### src/rtl/rs_src_trk_pkg.sv
// Shared types for the reservation-station operand tracker: ROB ids,
// per-source static info, writeback port payload and the per-source FSM.
package rs_defs;

  localparam int unsigned ROB_ID_W   = 6;
  localparam int unsigned DESCR_W    = 4;
  localparam int unsigned REG_DATA_W = 32;

  typedef logic [ROB_ID_W-1:0]   t_rob_id;
  typedef logic [DESCR_W-1:0]    t_uopnd_descr;
  typedef logic [REG_DATA_W-1:0] t_rv_reg_data;

  typedef struct packed {
    logic         from_rob;
    t_rob_id      robid;
    t_uopnd_descr descr;
  } t_rs_src_static;

  typedef struct packed {
    t_rob_id      robid;
    t_rv_reg_data value;
  } t_wb_port;

  typedef enum logic [1:0] {
    EMPTY   = 2'd0,
    PDG_ROB = 2'd1,
    READY   = 2'd2
  } t_src_fsm;

  // Full-width id compare; the ROB keeps live ids unique so no wrap logic.
  function automatic logic wb_hit(input logic vld, input t_wb_port wb, input t_rob_id id);
    return vld && (wb.robid == id);
  endfunction

endpackage

### src/rtl/rs_src_slot.sv
// One tracked operand: FSM, data register and the writeback match/mux.
// Event priority has already been decoded by the parent (mutually exclusive strobes).
module rs_src_slot
  import rs_defs::*;
#(
  parameter int unsigned NUM_WB = 2,
  parameter int unsigned DATA_W = 32
) (
  input  logic                     clk,
  input  logic                     reset,
  input  logic                     do_flush,
  input  logic                     do_alloc,
  input  logic                     do_dealloc,
  input  t_rs_src_static           alloc_static,
  input  logic [DATA_W-1:0]        regrd_data,
  input  t_rob_id                  wait_robid,
  input  logic [NUM_WB-1:0]        wb_valid,
  input  t_wb_port [NUM_WB-1:0]    wb_result,
  output t_src_fsm                 state,
  output logic                     ready,
  output logic [DATA_W-1:0]        data
);

  t_rob_id      cmp_id_s;
  logic         hit_s;
  t_rv_reg_data hit_val_s;
  t_src_fsm     state_nxt_s;
  logic [DATA_W-1:0] data_nxt_s;

  // Writeback snoop: on alloc compare against the incoming id (bypass), else the held id; lowest port wins.
  always_comb begin
    cmp_id_s  = do_alloc ? alloc_static.robid : wait_robid;
    hit_s     = 1'b0;
    hit_val_s = {REG_DATA_W{1'b0}};
    for (int p = NUM_WB - 1; p >= 0; p--) begin
      if (wb_hit(wb_valid[p], wb_result[p], cmp_id_s)) begin
        hit_s     = 1'b1;
        hit_val_s = wb_result[p].value;
      end else begin
        hit_s     = hit_s;
      end
    end
  end

  // Next-state and next-data selection.
  always_comb begin
    state_nxt_s = state;
    data_nxt_s  = data;
    if (do_flush) begin
      state_nxt_s = EMPTY;
    end else if (do_alloc) begin
      if (!alloc_static.from_rob) begin
        state_nxt_s = READY;
        data_nxt_s  = regrd_data;
      end else if (hit_s) begin
        state_nxt_s = READY;
        data_nxt_s  = DATA_W'(hit_val_s);
      end else begin
        state_nxt_s = PDG_ROB;
      end
    end else if (do_dealloc) begin
      state_nxt_s = EMPTY;
    end else begin
      case (state)
        PDG_ROB: begin
          if (hit_s) begin
            state_nxt_s = READY;
            data_nxt_s  = DATA_W'(hit_val_s);
          end else begin
            state_nxt_s = PDG_ROB;
          end
        end
        EMPTY:   state_nxt_s = EMPTY;
        READY:   state_nxt_s = READY;
        default: state_nxt_s = EMPTY;
      endcase
    end
  end

  // State, ready flag and operand registers.
  always_ff @(posedge clk or negedge reset) begin
    if (!reset) begin
      state <= EMPTY;
      ready <= 1'b0;
      data  <= {DATA_W{1'b0}};
    end else begin
      state <= state_nxt_s;
      ready <= (state_nxt_s == READY);
      data  <= data_nxt_s;
    end
  end

endmodule

### src/rtl/rs_src_trk_chk.sv
// Protocol and state-legality checks for one reservation-station entry.
module rs_src_trk_chk
  import rs_defs::*;
#(
  parameter int unsigned NUM_SRCS = 2,
  parameter int unsigned NUM_WB   = 2
) (
  input logic                           clk,
  input logic                           reset,
  input logic                           flush,
  input logic                           alloc,
  input logic                           dealloc,
  input logic                           e_valid,
  input logic                           all_ready,
  input t_src_fsm       [NUM_SRCS-1:0]  src_state,
  input t_rs_src_static [NUM_SRCS-1:0]  e_static,
  input t_rs_src_static [NUM_SRCS-1:0]  alloc_static,
  input logic           [NUM_WB-1:0]    wb_valid,
  input t_wb_port       [NUM_WB-1:0]    wb_result
);

  function automatic int unsigned match_cnt(input logic [NUM_WB-1:0] v,
                                            input t_wb_port [NUM_WB-1:0] r,
                                            input t_rob_id id);
    int unsigned cnt;
    cnt = 32'd0;
    for (int p = 0; p < NUM_WB; p++) begin
      cnt += 32'(wb_hit(v[p], r[p], id));
    end
    return cnt;
  endfunction

  a_alloc_busy: assert property (@(posedge clk) disable iff (!reset)
    (alloc && !flush) |-> (!e_valid || dealloc));

  a_dealloc_ready: assert property (@(posedge clk) disable iff (!reset)
    (dealloc && !flush) |-> all_ready);

  for (genvar s = 0; s < NUM_SRCS; s++) begin : g_src
    a_state_legal: assert property (@(posedge clk) disable iff (!reset)
      src_state[s] inside {EMPTY, PDG_ROB, READY});

    a_wb_multi_alloc: assert property (@(posedge clk) disable iff (!reset)
      (alloc && !flush && alloc_static[s].from_rob)
        |-> (match_cnt(wb_valid, wb_result, alloc_static[s].robid) <= 32'd1));

    a_wb_multi_pdg: assert property (@(posedge clk) disable iff (!reset)
      (!alloc && !flush && src_state[s] == PDG_ROB)
        |-> (match_cnt(wb_valid, wb_result, e_static[s].robid) <= 32'd1));
  end

endmodule

### src/rtl/rs_src_trk.sv
// Reservation-station entry operand tracker: event priority decode, entry
// valid/static capture, and one rs_src_slot per source operand.
module rs_src_trk
  import rs_defs::*;
#(
  parameter int unsigned NUM_SRCS = 2,
  parameter int unsigned NUM_WB   = 2,
  parameter int unsigned DATA_W   = 32
) (
  input  logic                                clk,
  input  logic                                reset,
  input  logic                                flush,
  input  logic                                e_alloc_rs0,
  input  t_rs_src_static [NUM_SRCS-1:0]       e_alloc_static_rs0,
  input  logic [NUM_SRCS-1:0][DATA_W-1:0]     regrd_data_rs0,
  input  logic                                e_dealloc_rs1,
  input  logic [NUM_WB-1:0]                   wb_valid_rb0,
  input  t_wb_port [NUM_WB-1:0]               wb_result_rb0,
  output logic                                e_valid,
  output t_rs_src_static [NUM_SRCS-1:0]       e_static,
  output logic [NUM_SRCS-1:0]                 src_ready_rs1,
  output logic                                all_ready_rs1,
  output logic [NUM_SRCS-1:0][DATA_W-1:0]     src_data
);

  logic do_alloc_s;
  logic do_dealloc_s;
  t_src_fsm [NUM_SRCS-1:0] slot_state_s;

  // flush > alloc > dealloc; writeback is handled inside each slot.
  assign do_alloc_s   = e_alloc_rs0 & ~flush;
  assign do_dealloc_s = e_dealloc_rs1 & ~e_alloc_rs0 & ~flush;

  // Entry valid flag and captured static operand info.
  always_ff @(posedge clk or negedge reset) begin
    if (!reset) begin
      e_valid  <= 1'b0;
      e_static <= {NUM_SRCS{{($bits(t_rs_src_static)){1'b0}}}};
    end else if (flush) begin
      e_valid  <= 1'b0;
    end else if (do_alloc_s) begin
      e_valid  <= 1'b1;
      e_static <= e_alloc_static_rs0;
    end else if (do_dealloc_s) begin
      e_valid  <= 1'b0;
    end else begin
      e_valid  <= e_valid;
    end
  end

  for (genvar s = 0; s < NUM_SRCS; s++) begin : g_slot
    rs_src_slot #(
      .NUM_WB (NUM_WB),
      .DATA_W (DATA_W)
    ) u_slot (
      .clk          (clk),
      .reset        (reset),
      .do_flush     (flush),
      .do_alloc     (do_alloc_s),
      .do_dealloc   (do_dealloc_s),
      .alloc_static (e_alloc_static_rs0[s]),
      .regrd_data   (regrd_data_rs0[s]),
      .wait_robid   (e_static[s].robid),
      .wb_valid     (wb_valid_rb0),
      .wb_result    (wb_result_rb0),
      .state        (slot_state_s[s]),
      .ready        (src_ready_rs1[s]),
      .data         (src_data[s])
    );
  end

  assign all_ready_rs1 = e_valid & (&src_ready_rs1);

  rs_src_trk_chk #(
    .NUM_SRCS (NUM_SRCS),
    .NUM_WB   (NUM_WB)
  ) u_chk (
    .clk          (clk),
    .reset        (reset),
    .flush        (flush),
    .alloc        (e_alloc_rs0),
    .dealloc      (e_dealloc_rs1),
    .e_valid      (e_valid),
    .all_ready    (all_ready_rs1),
    .src_state    (slot_state_s),
    .e_static     (e_static),
    .alloc_static (e_alloc_static_rs0),
    .wb_valid     (wb_valid_rb0),
    .wb_result    (wb_result_rb0)
  );

endmodule

### config.mk
export PLATFORM = sky130hd
export DESIGN_NAME = rs_src_trk
export DESIGN_NICKNAME = d
export VERILOG_FILES = /design/src/rtl/rs_src_trk_pkg.sv /design/src/rtl/rs_src_slot.sv /design/src/rtl/rs_src_trk_chk.sv /design/src/rtl/rs_src_trk.sv
export SDC_FILE = /design/constraint.sdc
export NUM_CORES = 1
export LEC_CHECK = 0
export BUFFER_PORTS_ARGS = -buffer_cell sky130_fd_sc_hd__buf_2
export CAP_MARGIN = 20
export CORE_ASPECT_RATIO = 1.4
export CORE_MARGIN = 1
export CORE_UTILIZATION = 40
export CTS_CLUSTER_DIAMETER = 120
export CTS_CLUSTER_SIZE = 12
export DETAILED_ROUTE_END_ITERATION = 8
export GPL_TIMING_DRIVEN = 0
export PLACE_DENSITY_LB_ADDON = 0.05
export SYNTH_ARGS = -nofsm -noshare
export SYNTH_HDL_FRONTEND = slang
export SYNTH_SLANG_ARGS = --single-unit
### constraint.sdc
create_clock -name clk -period 2.46 [get_ports clk]
set_clock_uncertainty 0.15 [all_clocks]
set_input_delay 0 -clock clk [delete_from_list [all_inputs] [get_ports clk]]
set_output_delay 0 -clock clk [all_outputs]
set_load 0.01 [all_outputs]
==> impl_results.rst <==
.. list-table::
   :header-rows: 1

   * - Metric
     - Value
   * - Main synth FF type
     - dfrtp_1
   * - Number of buffers added by the clock tree synthesis step
     - 9
   * - Detailed Route Iter0 Violations
     - between 400 and 500
   * - Clock root buffer
     - clkbuf_16
   * - Final setup violation count
     - 0
   * - Max-Cap Viols
     - 0
   * - Overall routing resource usage
     - between 30% and 40%
   * - Starting Density
     - 41.31%
   * - Avg Synthesized Cell Area
     - 8.588 sq um
   * - Number of global-route vias before repair
     - 7316
   * - Post-layout util
     - 68.42%
   * - Total power per unit cell area
     - ~530 mW/mm^2
   * - Hold Crit Class
     - in2reg
   * - Cell area after layout
     - approximately 0.0092 sq mm
   * - Overall Power
     - between 4 and 5 mW
   * - Time the final worst path needs with I/O delays and setup
     - around 2400 ps
   * - Leading cell types by total area after synthesis
     - dfrtp_1, o22a_1, a221oi_1
   * - Die height
     - 141.5 um
   * - Worst-case setup slack after placement
     - -694.0 ps
   * - Port Buf Inserts
     - 258
   * - First-pass GRT wire length
     - ~37 mm
   * - Die Outline Area
     - ~0.014 sq mm
   * - List of most frequent post-synthesis cells
     - dfrtp_1, nor2_1, inv_1
   * - Core Region
     - between 0.01 and 0.015 sq mm
   * - Nature of the critical path startpoint
     - flip-flop
   * - Fraction of layout instances using a drive strength above 1
     - between 30% and 40%
   * - Antenna violations before repair
     - 0
   * - RSZ-0062 raised after global routing
     - true
   * - CTS tree
     - built
   * - Count of boundary I/O pins
     - 259
   * - Detailed placer's ending HPWL
     - roughly 17 mm
   * - Netlist Area Pre-Place
     - between 0.005 and 0.006 sq mm
   * - Number of cell rows
     - 50
   * - Setup Crit Path Kind
     - reg2reg
   * - Number of synthesis warnings
     - 0
   * - Number of different library cells in the post-synthesis netlist
     - 57
   * - Routed via count
     - roughly 7100
   * - Library cell with the highest instance count after synthesis
     - dfrtp_1
   * - CP Data Arrival Time
     - about 2500 ps
   * - Overall die width
     - around 100 um
   * - Leakage power
     - about 4.4 nW
   * - Normalized max-slew margin
     - approximately half
   * - Worst supply voltage drop on vdd
     - about 0.31 mV
   * - Kind of capture point of the worst setup path
     - flip-flop
   * - DP Cell Count
     - between 1000 and 1500
   * - Vias/cell
     - between 5 and 6
   * - Antenna diodes
     - 0
   * - Total negative slack
     - 0 ps
   * - Net load switching power
     - between 1 and 1.5 mW
   * - Switching power share of the total
     - 30.20%
   * - H-tree lvl count
     - 3
   * - Final layout net count
     - between 1000 and 1500
   * - GR Layer Usage met2
     - 57.86%
   * - Detailed-route wire length
     - about 25 mm
   * - Critical Path Fanout Max
     - 5
   * - Sequential share of power
     - a little under two fifths
   * - Clk pin slew, worst setup/hold paths
     - approximately 70 ps
   * - Global-route met1 utilization
     - between 30% and 40%
   * - Number of enable-type register cells in the synthesized netlist
     - 0
   * - Latest clock arrival within the worst-skew pair
     - between 300 and 400 ps
   * - Maximum clock frequency
     - 411.5 MHz
   * - Antenna-violating nets left
     - 0
   * - Setup slack of the critical path after layout
     - 29.90 ps
   * - Comb power frac
     - 28.3%
   * - Run status
     - completed
   * - Data required time at the worst endpoint
     - 2540 ps
   * - Number of remaining DRC errors
     - 0
   * - Final Hold Vio Count
     - 0
   * - Detailed-routing iteration count for the pre-antenna-repair pass
     - 6
   * - Pin count of the biggest net entering global routing
     - 57
   * - Total global routing overflow
     - 0
   * - Hold slack final
     - roughly 1.2 ps
   * - Portion of synthesized cell area occupied by the leading cell type
     - around two fifths
   * - Number of nets produced by synthesis
     - 820
   * - Layout overhead on the synthesized area
     - 65.62%
   * - GRT met3 Usage
     - roughly 6.2%
   * - Internal power of the cells
     - roughly 3.4 mW
   * - Gpl congestion
     - 0.9255
   * - Maximum clock insertion buffer count
     - 2
   * - Most Crowded Layer GR
     - met2
   * - Total of flip-flops plus latches after synthesis
     - between 90 and 100
   * - Worst-Margin Slew
     - between 700 and 800 ps
   * - Filler-free cell count of the finished design
     - approximately 1300
   * - Share of synthesized flip-flops with an asynchronous set or reset
     - 100.0%
   * - Slew Viols, Final
     - 0
   * - Tcrit/Tclk final
     - around 99%
   * - Post-DR wirelength/cell
     - just under 20 um
   * - Number of standard cells after synthesis
     - between 600 and 700
   * - Sink Count
     - 93
   * - Placement Cell Area
     - just over 0.007 sq mm
   * - Sequential share of the synthesized area
     - a little over two fifths
   * - Leading area contributor after synthesis
     - dfrtp_1
   * - Clock network fraction of design power
     - between 30% and 40%
[cells in the final DEF, fill, tap and decap left out, types with 5 or more instances in the layout]
cell / instances
o22ai_1: 33
clkbuf_2: 8
nor3_2: 13
a221oi_1: 32
o21ai_1: 21
nor3_1: 21
nand2_1: 47
dfrtp_1: 91
clkbuf_1: 13
clkbuf_16: 9
nand2b_1: 14
a21oi_1: 12
dlygate4sd3_1: 153
o2111ai_1: 6
buf_1: 5
nor2b_1: 6
o22a_1: 33
nor2_1: 72
o21ai_0: 20
inv_1: 59
buf_4: 16
buf_2: 267
a211oi_1: 34
xnor2_1: 8
[what timing repair did]
item	CTS	global route
cloned	0	0
endpoints found under the setup margin	65	62
resized for setup	36	56
pin swaps	4	6
hold endpoints to repair	144	0
buffers inserted	3	3
hold buffers	153	0
[final timing paths]
path,from,to,slack [ps],cells after the start
worst max-delay path,e_static[6],g_slot[0].u_slot.data[23],30,6
worst min register to register,e_static[0],e_static[0],320,2
worst min-delay path,regrd_data_rs0[60],g_slot[1].u_slot.data[28],1,4
min in group asynchronous,reset,e_static[16],120,2
worst max register to register,e_static[6],g_slot[0].u_slot.data[23],30,6
max in group asynchronous,reset,e_static[5],1330,3
[cell families after synthesis]
group	synth area share [%]
buffers and inverters	7.994
AOI/OAI and AO/OA	29.05
xor gates and xnor gates	1.891
and+or+nand+nor	17.29
muxes	0.9907
adders and majority gates	0.9007
DFF	41.88
[power by group through the flow]
stage / Sequential (mW) / Combinational (mW) / Clock (mW)
after CTS: 1.86 / 1.34 / 1.66
final: 1.87 / 1.39 / 1.65
after global routing: 1.89 / 1.51 / 1.73
after global placement: 1.88 / 1.11 / 0
after detailed placement: 1.89 / 1.13 / 0
after floorplan: 1.95 / 0.492 / 0
[area by class of cell]
| cell class | count | area [sq um] |
|---|---|---|
| clock buffer | 11 | 242.7 |
| timing repair buffer | 418 | 2890 |
| buffer | 48 | 259.0 |
| multi-input combinational | 445 | 2925 |
| tap | 182 | 227.7 |
| sequential | 93 | 2330 |
| clock inverter | 5 | 106.4 |
| inverter | 59 | 221.5 |
| fill | 1119 | 4248 |
[sequential cells by signal, summed over array words and instances, names as in the netlist]
signal               count
g_slot.u_slot.data      64
g_slot.u_slot.state      4
e_static                22
g_slot.u_slot.ready      2
e_valid                  1
[metal layers]
| metal | vias up | wire [um] |
|---|---|---|
| li1 | 3228 | - |
| met1 | 3355 | 9226 |
| met2 | 410 | 12410 |
| met3 | 110 | 1695 |
| met4 | 0 | 1256 |
| met5 | - | 0 |
[critical path: stages (launching register included)]
cell,delay [ps]
dfrtp_1,460
inv_1,60
a222oi_1,320
a31oi_1,190
or4b_4,610
mux2_4,320
o221a_1,210
Note: power is estimated with default switching activity, not from simulation.
